[src/rtl/ifid_queue.sv]
// rtl/ifid_queue.sv - DEPTH-entry IF/ID instruction queue with valid/ready handshake and head decode.
// Optional misaligned-PC flagging enabled by defining IFID_QUEUE_PCERR_EN.
module ifid_queue #(
    parameter int INSTR_W = 32,
    parameter int PC_W    = 32,
    parameter int DEPTH   = 2
) (
    input  logic                         Clk,
    input  logic                         ReSet_n,
    input  logic                         in_valid,
    output logic                         in_ready,
    input  logic [INSTR_W-1:0]           OpCode,
    input  logic [PC_W-1:0]              PC,
    input  logic [PC_W-1:0]              jalPC,
    input  logic [PC_W-1:0]              jrPC,
    input  logic                         IF_Flush,
    output logic                         out_valid,
    input  logic                         out_ready,
    output logic [PC_W-1:0]              PC_IDIF,
    output logic [PC_W-1:0]              jalPC_IDIF,
    output logic [PC_W-1:0]              jrPC_IDIF,
    output logic [5:0]                   op,
    output logic [4:0]                   rfReSel1,
    output logic [4:0]                   rfReSel2,
    output logic [4:0]                   rfReSel3,
    output logic [4:0]                   shamt,
    output logic [5:0]                   funct,
    output logic [15:0]                  extDataIn,
    output logic [25:0]                  jumpstr,
`ifdef IFID_QUEUE_PCERR_EN
    output logic                         pc_err,
`endif
    output logic [$clog2(DEPTH+1)-1:0]   count
);

    localparam int AW = $clog2(DEPTH);
    localparam int CW = $clog2(DEPTH+1);

    logic [INSTR_W-1:0] r_instr [DEPTH];
    logic [PC_W-1:0]    r_pc    [DEPTH];
    logic [PC_W-1:0]    r_jal   [DEPTH];
    logic [PC_W-1:0]    r_jr    [DEPTH];
`ifdef IFID_QUEUE_PCERR_EN
    logic [DEPTH-1:0]   r_err;
`endif

    logic [AW-1:0]      r_rd_ptr;
    logic [AW-1:0]      r_wr_ptr;
    logic [CW-1:0]      r_count;

    logic               w_push;
    logic               w_pop;
    logic               w_kill;
    logic [31:0]        w_head_instr;
    logic [31:0]        w_dec;

    assign in_ready  = (r_count < CW'(DEPTH));
    assign out_valid = (r_count != '0);
    assign count     = r_count;

    assign w_push = in_valid & in_ready;
    assign w_pop  = out_valid & out_ready;

    always_ff @(posedge Clk or negedge ReSet_n) begin
        if (!ReSet_n) begin
            r_rd_ptr <= '0;
            r_wr_ptr <= '0;
            r_count  <= '0;
            for (int i = 0; i < DEPTH; i++) begin
                r_instr[i] <= '0;
                r_pc[i]    <= '0;
                r_jal[i]   <= '0;
                r_jr[i]    <= '0;
            end
`ifdef IFID_QUEUE_PCERR_EN
            r_err <= '0;
`endif
        end else if (IF_Flush) begin
            // Flush wins over any same-edge push or pop; stale storage is masked by count==0.
            r_rd_ptr <= '0;
            r_wr_ptr <= '0;
            r_count  <= '0;
        end else begin
            if (w_push) begin
                r_instr[r_wr_ptr] <= OpCode;
                r_pc[r_wr_ptr]    <= PC;
                r_jal[r_wr_ptr]   <= jalPC;
                r_jr[r_wr_ptr]    <= jrPC;
`ifdef IFID_QUEUE_PCERR_EN
                r_err[r_wr_ptr]   <= (PC[1:0] != 2'b00);
`endif
                r_wr_ptr <= r_wr_ptr + AW'(1);
            end
            if (w_pop) begin
                r_rd_ptr <= r_rd_ptr + AW'(1);
            end
            case ({w_push, w_pop})
                2'b10:   r_count <= r_count + CW'(1);
                2'b01:   r_count <= r_count - CW'(1);
                default: r_count <= r_count;
            endcase
        end
    end

    assign w_head_instr = r_instr[r_rd_ptr][31:0];

`ifdef IFID_QUEUE_PCERR_EN
    assign pc_err = out_valid & r_err[r_rd_ptr];
    assign w_kill = ~out_valid | r_err[r_rd_ptr];
`else
    assign w_kill = ~out_valid;
`endif

    // An empty (or faulting) head decodes as NOP: sll $0,$0,0 is all-zero.
    assign w_dec = w_kill ? 32'd0 : w_head_instr;

    assign op        = w_dec[31:26];
    assign rfReSel1  = w_dec[25:21];
    assign rfReSel2  = w_dec[20:16];
    assign rfReSel3  = w_dec[15:11];
    assign shamt     = w_dec[10:6];
    assign funct     = w_dec[5:0];
    assign extDataIn = w_dec[15:0];
    assign jumpstr   = w_dec[25:0];

    assign PC_IDIF    = out_valid ? r_pc[r_rd_ptr]  : '0;
    assign jalPC_IDIF = out_valid ? r_jal[r_rd_ptr] : '0;
    assign jrPC_IDIF  = out_valid ? r_jr[r_rd_ptr]  : '0;

endmodule

[config.mk]
export PLATFORM = sky130hd
export DESIGN_NAME = ifid_queue
export DESIGN_NICKNAME = d
export VERILOG_FILES = /design/src/rtl/ifid_queue.sv
export SDC_FILE = /design/constraint.sdc
export NUM_CORES = 1
export LEC_CHECK = 0
export BUFFER_PORTS_ARGS = -buffer_cell sky130_fd_sc_hd__buf_2
export CAP_MARGIN = 20
export CORE_MARGIN = 8
export CORE_UTILIZATION = 55
export DETAILED_ROUTE_END_ITERATION = 8
export PLACE_DENSITY_LB_ADDON = 0.25
export RECOVER_POWER = 50
export SYNTH_ARGS = -nofsm -noshare
export SYNTH_HDL_FRONTEND = slang
export SYNTH_SLANG_ARGS = --single-unit
[constraint.sdc]
create_clock -name Clk -period 3.9 [get_ports Clk]
set_clock_uncertainty 0.1 [all_clocks]
set_input_delay 0.78 -clock Clk [delete_from_list [all_inputs] [get_ports Clk]]
set_output_delay 0.78 -clock Clk [all_outputs]
set_load 0.02 [all_outputs]
==> results of run 1 <==
## state kept, by name (all words and copies together), names as in the netlist
register,cells
r_instr,64
r_jal,64
r_jr,64
r_pc,64
count,2
r_rd_ptr,1
r_wr_ptr,1
## kinds of logic after synthesis
kind of cell           Yosys count  share of synthesized area [%]
AO/OA/AOI/OAI                    4                          0.166
XOR/XNOR                         2                          0.146
buffers and inverters          101                           6.32
flip-flops                     260                           54.1
multiplexers                   385                           34.7
AND/OR/NAND/NOR                138                           4.63
## area by class of cell
class / count / area, um^2 / share of cell area (%)
Sequential cell: 260 / 6510 / 46.0
Multi-Input combinational cell: 529 / 4750 / 33.6
Timing Repair Buffer: 319 / 1700 / 12.0
Clock buffer: 37 / 753 / 5.32
Tap cell: 280 / 350 / 2.47
Clock inverter: 7 / 87.6 / 0.618
Inverter: 2 / 7.51 / 0.0530
Antenna cell: 1 / 2.50 / 0.0177
## stage by stage
stage                     power (mW)  setup WS [ns]  utilization, %  instance area [um^2]  cells
after floorplan                 5.29           1.41               -                 12000    890
after global placement          5.79           1.23            61.9                 13400   1390
after detailed placement        5.87           1.20            61.9                 13400   1390
after CTS                       8.35          0.643            65.8                 14200   1434
after global routing            8.69          0.449            65.5                 14200   1434
final                           8.24          0.683            65.5                 14200   1435
## Yosys cell counts
library cell    n
mux2_2        257
buf_2          14
buf_4          45
nand2b_1        1
a21oi_1         2
nor3_2          1
clkbuf_1       14
mux2i_1       128
xor2_1          2
dfrtp_1       260
nor3b_4         1
buf_8           2
nand2b_4        1
nand2_1         1
buf_1           1
buf_6          23
o21ai_0         2
inv_1           2
nor2b_1         2
nor2_1        131
## routing by layer
layer  global-route usage, %  vias up  wire length (um)
li1                        -     3521                 -
met1                    24.0     3767             10700
met2                    33.0      215             13100
met3                    6.02       50              2390
met4                    5.17        8               600
met5                       0        -                46
## where the power goes
group	switching (mW)	total, mW	internal, mW
Clock	0.988	2.45	1.46
Combinational	0.927	1.93	1.00
Sequential	0.407	3.86	3.45
Total	2.32	8.24	5.92
## worst max-delay path by stage
stage	startpoint	endpoint	cells after the start
finish	r_rd_ptr$_DFFE_PN0P_	jrPC_IDIF[22]	4
global route	count[1]$_DFFE_PN0P_	r_jal[50]$_DFFE_PN0P_	4
CTS	r_rd_ptr$_DFFE_PN0P_	jalPC_IDIF[15]	4
detailed placement	r_rd_ptr$_DFFE_PN0P_	jalPC_IDIF[15]	4
global placement	r_rd_ptr$_DFFE_PN0P_	funct[2]	4
floorplan	count[1]$_DFFE_PN0P_	funct[0]	5
## critical path, stage by stage (launching register included)
cell	delay, ns
dfrtp_4	0.93
buf_4	0.40
mux2i_1	0.26
nor2_1	0.06
buf_2	0.17
## cells in the final DEF, fill, tap and decap left out
cell type,n
nor2_1,130
nand2b_1,2
dfrtp_4,1
clkbuf_8,4
clkinv_2,4
clkbuf_2,3
nor2_4,1
nor3b_1,1
clkbuf_16,27
inv_1,2
nor2b_1,2
xor2_1,2
clkinvlp_4,1
nand2_1,1
buf_2,305
bufinv_16,2
mux2i_1,128
buf_4,5
diode_2,1
dfrtp_1,259
buf_12,6
nor3_1,1
mux2_2,257
a21oi_1,2
o21ai_0,2
clkbuf_1,6
==> key figures, run 1 <==
Worst setup path
  – Reg-to-Reg Start: count[1]$_DFFE_PN0P_
  – Worst R2R Setup Slack: 0.69 ns
  – Worst setup EP type: output pin
  – CP arrival: roughly 2.3 ns
  – Critical R2R Capture: r_jal[49]$_DFFE_PN0P_
  – Register-to-Register Path Depth: 4
  – Worst Path Class, Setup: flip-flop to output pin
  – CP Launch Type: flip-flop
  – CP required: 3.02 ns
  – Critical path fanouts, max: 40

Global routing
  – Vias in the first global route: just over 8000
  – Total gr overflow: 0
  – First-pass GRT wire length: 42.6 mm
  – Total Routing Usage GR: 19.5%
  – Largest net degree at the start of global routing: 97
  – Antenna violations before repair: 4

STA
  – Worst hold margin: approximately 0.39 ns
  – RSZ-0062 raised after global routing: no
  – Final period utilization: between 80% and 90%
  – Relative slew slack: -55.9%
  – Tightest Pin Transition: about 2.3 ns
  – Fmax: about 310 MHz
  – Slew Viols, Final: 234
  – Final hold violation count: 0
  – # setup viols final: 0
  – Final setup TNS: 0 ns
  – Final worst path period need: 3.22 ns

Outcome
  – Failing checks: capacitance limit, slew limit
  – Outcome: finished, violations left

Finish
  – Nets: 1271
  – P&R area growth vs syn: 17.7%
  – Ratio of cells with drive above 1 in the final layout: 53.4%
  – Fillers: ~1600

CTS
  – Clock root buffer: clkbuf_16
  – Inserted Clock Buffers: 26
  – Clock latency at the later pin of the worst-skew pair: 0.52 ns
  – CTS tree: done
  – # H-tree levels: 1
  – Setup Fix Bufs, Post-CTS: 0
  – CTS Sinks: 260
  – CTS resizes: 0
  – CTS Hold Bufs: 0
  – Clock transition at path regs: ~0.060 ns
  – Clock buffer depth: 3

Detailed routing
  – Antenna viol nets, final: 0
  – Drt wl/cell: 18.7 um
  – DRT iter0 DRCs: just over 300
  – Drt first pass iters: 4
  – Vias per cell: around 5.3
  – Vias post-DR: between 7000 and 8000
  – Final routed DRC violation total: 0
  – Routed WL: 26.9 mm

Power and ir drop
  – Worst vdd ir: 0.407 mV
  – Pwr Density: 582 nW/um^2
  – Leak: 6.57 nW

Placement
  – Dpl hpwl: 18.6 mm
  – IO buf count: 306
  – Placer Congestion: 0.766

Worst hold path
  – Hold Path Stages: 2
  – Hold path startpoint: IF_Flush
  – Endpoint, Worst Hold: count[1]$_DFFE_PN0P_
  – HP Class: input port to flip-flop

Floorplan
  – Core Rows: 54
  – I/O pins: between 300 and 400
  – Die area: 26900 um^2
  – Chip width: ~160 um
  – Vert. Die Dim: 164 um
  – Starting Density: 55.7%
  – Core ar.: ~22000 um^2

Yosys
  – Syn Area/Cell: 13.5 um^2
  – #FFs+latches synth: 260
  – Ranking of synthesized cells by area: dfrtp_1 (54%), mux2_2 (24%), mux2i_1 (11%)
  – Synth Warn #: 0
  – Register area share after synthesis: 54.1%
  – Post-synthesis instance total: 890
  – Cell taking the most area after synthesis: dfrtp_1
  – Synth top area share: 54.1%
  – Synthesized Nets: just over 1000
  – Post-Syn Area: ~12000 um^2
  – Synth unique cells: 20

Run
  – Max-Cap Viols: 3
Power figures use the tool's default switching activity.
==> run 2, diff against run 1 <==
--- a/config.mk
+++ b/config.mk
@@ -8,7 +8,7 @@
 export BUFFER_PORTS_ARGS = -buffer_cell sky130_fd_sc_hd__buf_2
 export CAP_MARGIN = 20
 export CORE_MARGIN = 8
-export CORE_UTILIZATION = 55
+export CORE_UTILIZATION = 48
 export DETAILED_ROUTE_END_ITERATION = 8
 export PLACE_DENSITY_LB_ADDON = 0.25
 export RECOVER_POWER = 50
==> constraint.sdc (replaced) <==
create_clock -name Clk -period 2.9 [get_ports Clk]
set_clock_uncertainty 0.1 [all_clocks]
set_input_delay 0.58 -clock Clk [delete_from_list [all_inputs] [get_ports Clk]]
set_output_delay 0.58 -clock Clk [all_outputs]
set_load 0.02 [all_outputs]
==> run 2 against run 1 <==
Largest cell class unchanged; count of clock-buffer cells in the layout shrank 3; power grew 43%; non-clock buffer count grew 4; sequential cell count is the same; via count grew 1.3%; register-to-register slack lost 0.43 ns; critical endpoint is now PC_IDIF[4]; setup slack lost 0.47 ns; the flow still finishes with violations (capacitance limit, slew limit); die area grew 13%; routed wire length grew 1.7%; sequential power grew 33%; global-route usage shrank 1.9 points; clock power grew 66%.
==> key figures, run 2 (synthesis gave the netlist of run 1 again) <==
Global routing
  – Vias in the first global route: between 8000 and 9000
  – Largest net degree at the start of global routing: 80
  – First-pass GRT wire length: 44.6 mm
  – Total gr overflow: 0
  – Total Routing Usage GR: 17.6%
  – Antenna violations before repair: 3

CTS
  – Clock transition at path regs: 0.06 ns
  – # H-tree levels: 1
  – Inserted Clock Buffers: 29
  – CTS Sinks: 260
  – Clock latency at the later pin of the worst-skew pair: 0.53 ns
  – Clock buffer depth: 3
  – Clock root buffer: clkbuf_16
  – Setup Fix Bufs, Post-CTS: 0
  – CTS resizes: 0
  – CTS tree: done

Worst setup path
  – Critical R2R Capture: r_jr[3]$_DFFE_PN0P_
  – Worst Path Class, Setup: flip-flop to output pin
  – CP arrival: 2.00 ns
  – Crit-path cells: buf_12 > mux2i_1 > nor2_1 > buf_2
  – CP max-delay cell: dfrtp_4
  – CP Launch Type: flip-flop
  – CP required: between 2 and 2.5 ns
  – Critical Path Source: r_rd_ptr$_DFFE_PN0P_
  – Slowest stage delay, CP: 0.58 ns
  – Worst setup EP type: output pin
  – Critical path fanouts, max: between 40 and 50
  – Register-to-Register Path Depth: 4
  – Worst R2R Setup Slack: around 0.26 ns
  – Reg-to-Reg Start: count[1]$_DFFE_PN0P_
  – Critical Path End: PC_IDIF[4]

Floorplan
  – Core Rows: 58
  – I/O pins: 307
  – Die area: between 30000 and 40000 um^2
  – Chip width: about 170 um
  – Vert. Die Dim: about 170 um
  – Core ar.: 24900 um^2
  – Starting Density: 48.4%

STA
  – Relative slew slack: -4.39%
  – Tightest Pin Transition: 1.57 ns
  – Final period utilization: just over 90%
  – # setup viols final: 0
  – Final setup TNS: 0 ns
  – Fmax: 373 MHz
  – Final worst path period need: 2.68 ns
  – Slew Viols, Final: 56
  – Final hold violation count: 0
  – RSZ-0062 raised after global routing: no

Finish
  – Ratio of cells with drive above 1 in the final layout: 53.9%
  – Antenna diodes: 0
  – P&R area growth vs syn: 20.6%
  – Fillers: between 2000 and 2500
  – Multi-input gate area: 4750 um^2
  – Commonest non-fill, non-tap cell in the layout: buf_2
  – Commonest cells after routing, fill and taps aside: buf_2 (302), dfrtp_1 (259), mux2_2 (257)
  – Reg area: 6510 um^2
  – Nets: roughly 1300
  – Final instance area: 14500 um^2

Detailed routing
  – DRT iter0 DRCs: 383
  – Routed WL: 27.3 mm
  – Drt first pass iters: 4
  – Final routed DRC violation total: 0
  – Vias per cell: 5.12
  – Antenna viol nets, final: 0
  – Drt wl/cell: 18.2 um
  – Vias post-DR: between 7000 and 8000

Placement
  – Placer Congestion: 0.728
  – IO buf count: 306
  – DP Area: 13500 um^2
  – Dpl hpwl: 18.3 mm

Power and ir drop
  – Sequential share of power: 43.5%
  – Clock power frac: 34.3%
  – Internal: 8.60 mW
  – Worst vdd ir: 0.747 mV
  – Pwr Density: about 800 nW/um^2
  – Psw: 3.22 mW
  – Leak: 6.70 nW
  – Switching Share: 27.2%
  – Combinational cell fraction of total power: 22.2%

Run
  – Max-Cap Viols: 1

Outcome
  – Outcome: finished, violations left
  – Failing checks: capacitance limit, slew limit

Worst hold path
  – Hold Path Stages: 2
  – HP Class: input port to flip-flop
==> run 2: worst min path at each step <==
stage	start	end	slack, ns
finish	IF_Flush	count[1]$_DFFE_PN0P_	0.19
global route	jalPC[30]	r_jal[30]$_DFFE_PN0P_	0.17
CTS	OpCode[2]	r_instr[2]$_DFFE_PN0P_	0.16
detailed placement	r_jal[37]$_DFFE_PN0P_	r_jal[37]$_DFFE_PN0P_	0.39
global placement	r_instr[58]$_DFFE_PN0P_	r_instr[58]$_DFFE_PN0P_	0.39
floorplan	ReSet_n	count[0]$_DFFE_PN0P_	0.18
==> run 2: cell type report <==
cell class / count / share of cell area (%)
Tap cell: 330 / 2.85
Timing Repair Buffer: 323 / 12.1
Clock buffer: 34 / 5.34
Multi-Input combinational cell: 529 / 32.8
Inverter: 2 / 0.0517
Clock inverter: 19 / 2.08
Sequential cell: 260 / 44.9
==> run 2: repair_timing <==
action / CTS / global route
setup endpoints to repair: 0 / 0
endpoints found under the hold margin: 51 / 0
hold buffers: 1 / 0
==> run 2: per-stage QoR <==
step                total power [mW]  hold WS, ns  std cells  setup WS, ns  util, %
detailed placement              7.87        0.394       1443         0.728     54.3
finish                          11.8        0.186       1497         0.217     58.3
floorplan                       7.11        0.184        890         0.606        -
CTS                             12.0        0.159       1497         0.152     58.7
global route                    12.5        0.170       1497         0.106     58.3
global placement                7.77        0.388       1443         0.715     54.3
==> run 2: critical path: cells and delay by family (launching register included) <==
kind | cells | cell delay (ns)
AND/OR/NAND/NOR | 1 | 0.18
flip-flops | 1 | 0.58
multiplexers | 1 | 0.13
buffers and inverters | 2 | 0.56
==> run 2: power groups by stage <==
stage          registers [mW]  clock network, mW  logic (mW)
2_1_floorplan            5.05                  0        2.06
3_3_place_gp             5.16                  0        2.61
3_5_place_dp             5.21                  0        2.67
4_1_cts                  5.15               4.18        2.68
5_1_grt                  5.27               4.32        2.87
6_report                 5.14               4.06        2.62
==> run 2: routing by layer <==
metal	vias up	global-route usage, %	wire [um]
met5	-	0	37
li1	3550	-	-
met2	205	29.5	13200
met1	3856	22.0	11600
met3	44	5.45	2000
met4	6	4.10	416
==> run 3, diff against run 2 <==
--- a/config.mk
+++ b/config.mk
@@ -5,10 +5,11 @@
 export SDC_FILE = /design/constraint.sdc
 export NUM_CORES = 1
 export LEC_CHECK = 0
+export ABC_AREA = 1
 export BUFFER_PORTS_ARGS = -buffer_cell sky130_fd_sc_hd__buf_2
 export CAP_MARGIN = 20
 export CORE_MARGIN = 8
-export CORE_UTILIZATION = 48
+export CORE_UTILIZATION = 49
 export DETAILED_ROUTE_END_ITERATION = 8
 export PLACE_DENSITY_LB_ADDON = 0.25
 export RECOVER_POWER = 50
==> run 3 against run 2 <==
The flow now finishes without violations; sequential share of layout area up 0.070 points; critical path depth rose by 1; count of clock-buffer cells in the layout grew 12; register-to-register slack improved by 0.05 ns; final area decreased by 0.16%; sequential cell count is the same; die area up 2.0%; synthesized cell count grew 64%; sequential power increased by 13%; non-clock buffer count up 7; critical endpoint is now extDataIn[8]; highest routed layer is now met4.
==> key figures, run 3 <==
Yosys
  – Syn Area/Cell: between 8 and 9 um^2
  – Synth unique cells: 20
  – Post-synthesis instance total: 1456
  – Synthesized Nets: between 1500 and 2000
  – Post-synth ARST share: 100%
  – Top_reg_cell synth: dfrtp_1
  – Post-Syn Area: 12600 um^2
  – Post-synth top cells: nand2_1 (525), dfrtp_1 (260), inv_1 (132)
  – #FFs+latches synth: 260
  – Ranking of synthesized cells by area: dfrtp_1 (52%), nand2_1 (16%), o21ai_2 (8.9%)
  – Count leader, synth: nand2_1
  – Register area share after synthesis: 51.8%
  – Synth Warn #: 0
  – Cell taking the most area after synthesis: dfrtp_1
  – Number of synthesized flops with an enable pin: 0
  – Synth top area share: around half

Worst setup path
  – Worst Path Class, Setup: flip-flop to output pin
  – Register-to-Register Path Depth: 7
  – Worst R2R Setup Slack: 0.31 ns
  – Critical path fanouts, max: 42
  – Critical R2R Capture: r_instr[27]$_DFFE_PN0P_
  – Worst setup EP type: output pin
  – Reg-to-Reg Start: count[1]$_DFFE_PN0P_
  – CP Launch Type: flip-flop
  – Critical Path Source: r_rd_ptr$_DFFE_PN0P_
  – CP required: 2.22 ns
  – CP arrival: about 2 ns

STA
  – Fmax: between 300 and 400 MHz
  – Relative slew slack: 6.73%
  – RSZ-0062 raised after global routing: no
  – Final setup TNS: 0 ns
  – Tightest Pin Transition: 1.40 ns
  – Slew Viols, Final: 0
  – Final worst path period need: roughly 2.7 ns
  – Worst setup margin: 0.218 ns
  – Final period utilization: 92.5%
  – Worst hold margin: 0.201 ns
  – Final hold violation count: 0
  – # setup viols final: 0

Placement
  – Dpl hpwl: 20.3 mm
  – Post-placement cell count: a little under 2000
  – Placer Congestion: 0.791
  – DP Area: 13800 um^2
  – IO buf count: 306
  – Post-Place Worst Slack: 0.664 ns

Floorplan
  – Starting Density: 49.9%
  – Core Rows: between 50 and 60
  – Core ar.: 25200 um^2
  – Vert. Die Dim: 176 um
  – Chip width: between 150 and 200 um
  – Die area: 31000 um^2
  – I/O pins: roughly 310

Global routing
  – Antenna violations before repair: 1
  – Total Routing Usage GR: 20.0%
  – First-pass GRT wire length: 52.2 mm
  – Vias in the first global route: approximately 10000
  – Largest net degree at the start of global routing: 129
  – Total gr overflow: 0

Worst hold path
  – Hold Path Stages: 3
  – Endpoint, Worst Hold: r_jr[4]$_DFFE_PN0P_
  – HP Class: input port to flip-flop
  – Hold path startpoint: jrPC[4]

Finish
  – Fin util: 57.5%
  – P&R area growth vs syn: 15.4%
  – Commonest non-fill, non-tap cell in the layout: nand2_1
  – Ratio of cells with drive above 1 in the final layout: 27.2%
  – Finished Layout Cells: 2028
  – Commonest cells after routing, fill and taps aside: nand2_1 (525), buf_2 (306), dfrtp_1 (259)
  – Nets: 1809
  – Final instance area: 14500 um^2

Run
  – Max-Cap Viols: 0

Detailed routing
  – Antenna viol nets, final: 0
  – Final routed DRC violation total: 0
  – Vias post-DR: about 10000
  – WL met2: 15.1 mm
  – Drt wl/cell: 15.7 um
  – Wl on met1: 13.8 mm
  – Metal3 WL: 2.26 mm
  – Drt first pass iters: 6
  – Vias per cell: 5.01
  – DRT iter0 DRCs: between 900 and 1000
  – Routed WL: 31.8 mm
  – Highest metal layer with signal wires: met4

Power and ir drop
  – Worst vdd ir: around 0.52 mV
  – Leak: 7.77 nW
  – Pwr Density: 961 nW/um^2
  – Total power: 13.9 mW

Outcome
  – Outcome: finished, final reports clean

CTS
  – Inserted Clock Buffers: 28
  – Clock buffer depth: 3
  – CTS tree: done
  – # H-tree levels: 1
  – Clock latency at the later pin of the worst-skew pair: 0.53 ns
  – CTS Sinks: 260
  – Clock root buffer: clkbuf_16
  – Clock transition at path regs: 0.06 ns
run 3: changes by cell type in the layout (fill, tap and decap cells not counted), moves of 127 or more:
| cell | before | now |
|---|---|---|
| mux2i_1 | 128 | 0 |
| inv_1 | 2 | 132 |
| a21oi_1 | 2 | 129 |
| nand2_1 | 1 | 525 |
| nor2_1 | 130 | 3 |
| mux2_2 | 257 | 0 |
run 3: critical path, stage by stage, from the launching register on:
cell	delay [ns]
dfrtp_4	0.52
inv_4	0.13
buf_16	0.22
nand2_1	0.08
a21oi_1	0.24
buf_2	0.23
run 3: layer usage:
layer  vias to the layer above  track usage (%)
li1                       4992                -
met1                      4765             27.0
met2                       358             33.0
met3                        47             3.57
met4                         0             4.91
met5                         -                0
run 3: repair_timing:
| item | in CTS | in global routing |
|---|---|---|
| gates resized for setup | 0 | 2 |
| endpoints found under the setup margin | 0 | 19 |
| setup buffers | 0 | 0 |
| hold buffers | 1 | 0 |
| endpoints found under the hold margin | 31 | 0 |
run 3: cell families (layout without fill, tap and decap cells):
| group | count (synthesis) | in the layout | synth area share [%] |
|---|---|---|---|
| flops | 260 | 260 | 51.8 |
| other cells | 0 | 1 | 0 |
| compound gates | 386 | 386 | 19.2 |
| buf+inv | 274 | 515 | 12.8 |
| simple gates | 536 | 536 | 16.2 |
run 3: cell type report:
cell class | count | area [um^2]
flip-flops and latches | 260 | 6510
clock buffers | 46 | 850
fillers | 2313 | 10700
inverters | 134 | 507
diodes | 1 | 2.50
multi-input cells | 922 | 4300
repair buffers | 330 | 1870
well taps | 330 | 413
clock inverters | 5 | 28.8
run 3: power by group:
part	internal [mW]	switching, mW
Clock	1.99	1.38
Sequential	5.02	0.775
Combinational	1.67	3.09
Total	8.68	5.25
run 3: worst max-delay path by stage:
stage | endpoint | depth (start not counted)
after detailed placement | extDataIn[8] | 4
after floorplan | jumpstr[11] | 5
final | extDataIn[8] | 5
after global placement | jalPC_IDIF[0] | 4
after global routing | jumpstr[3] | 5
after CTS | extDataIn[8] | 4
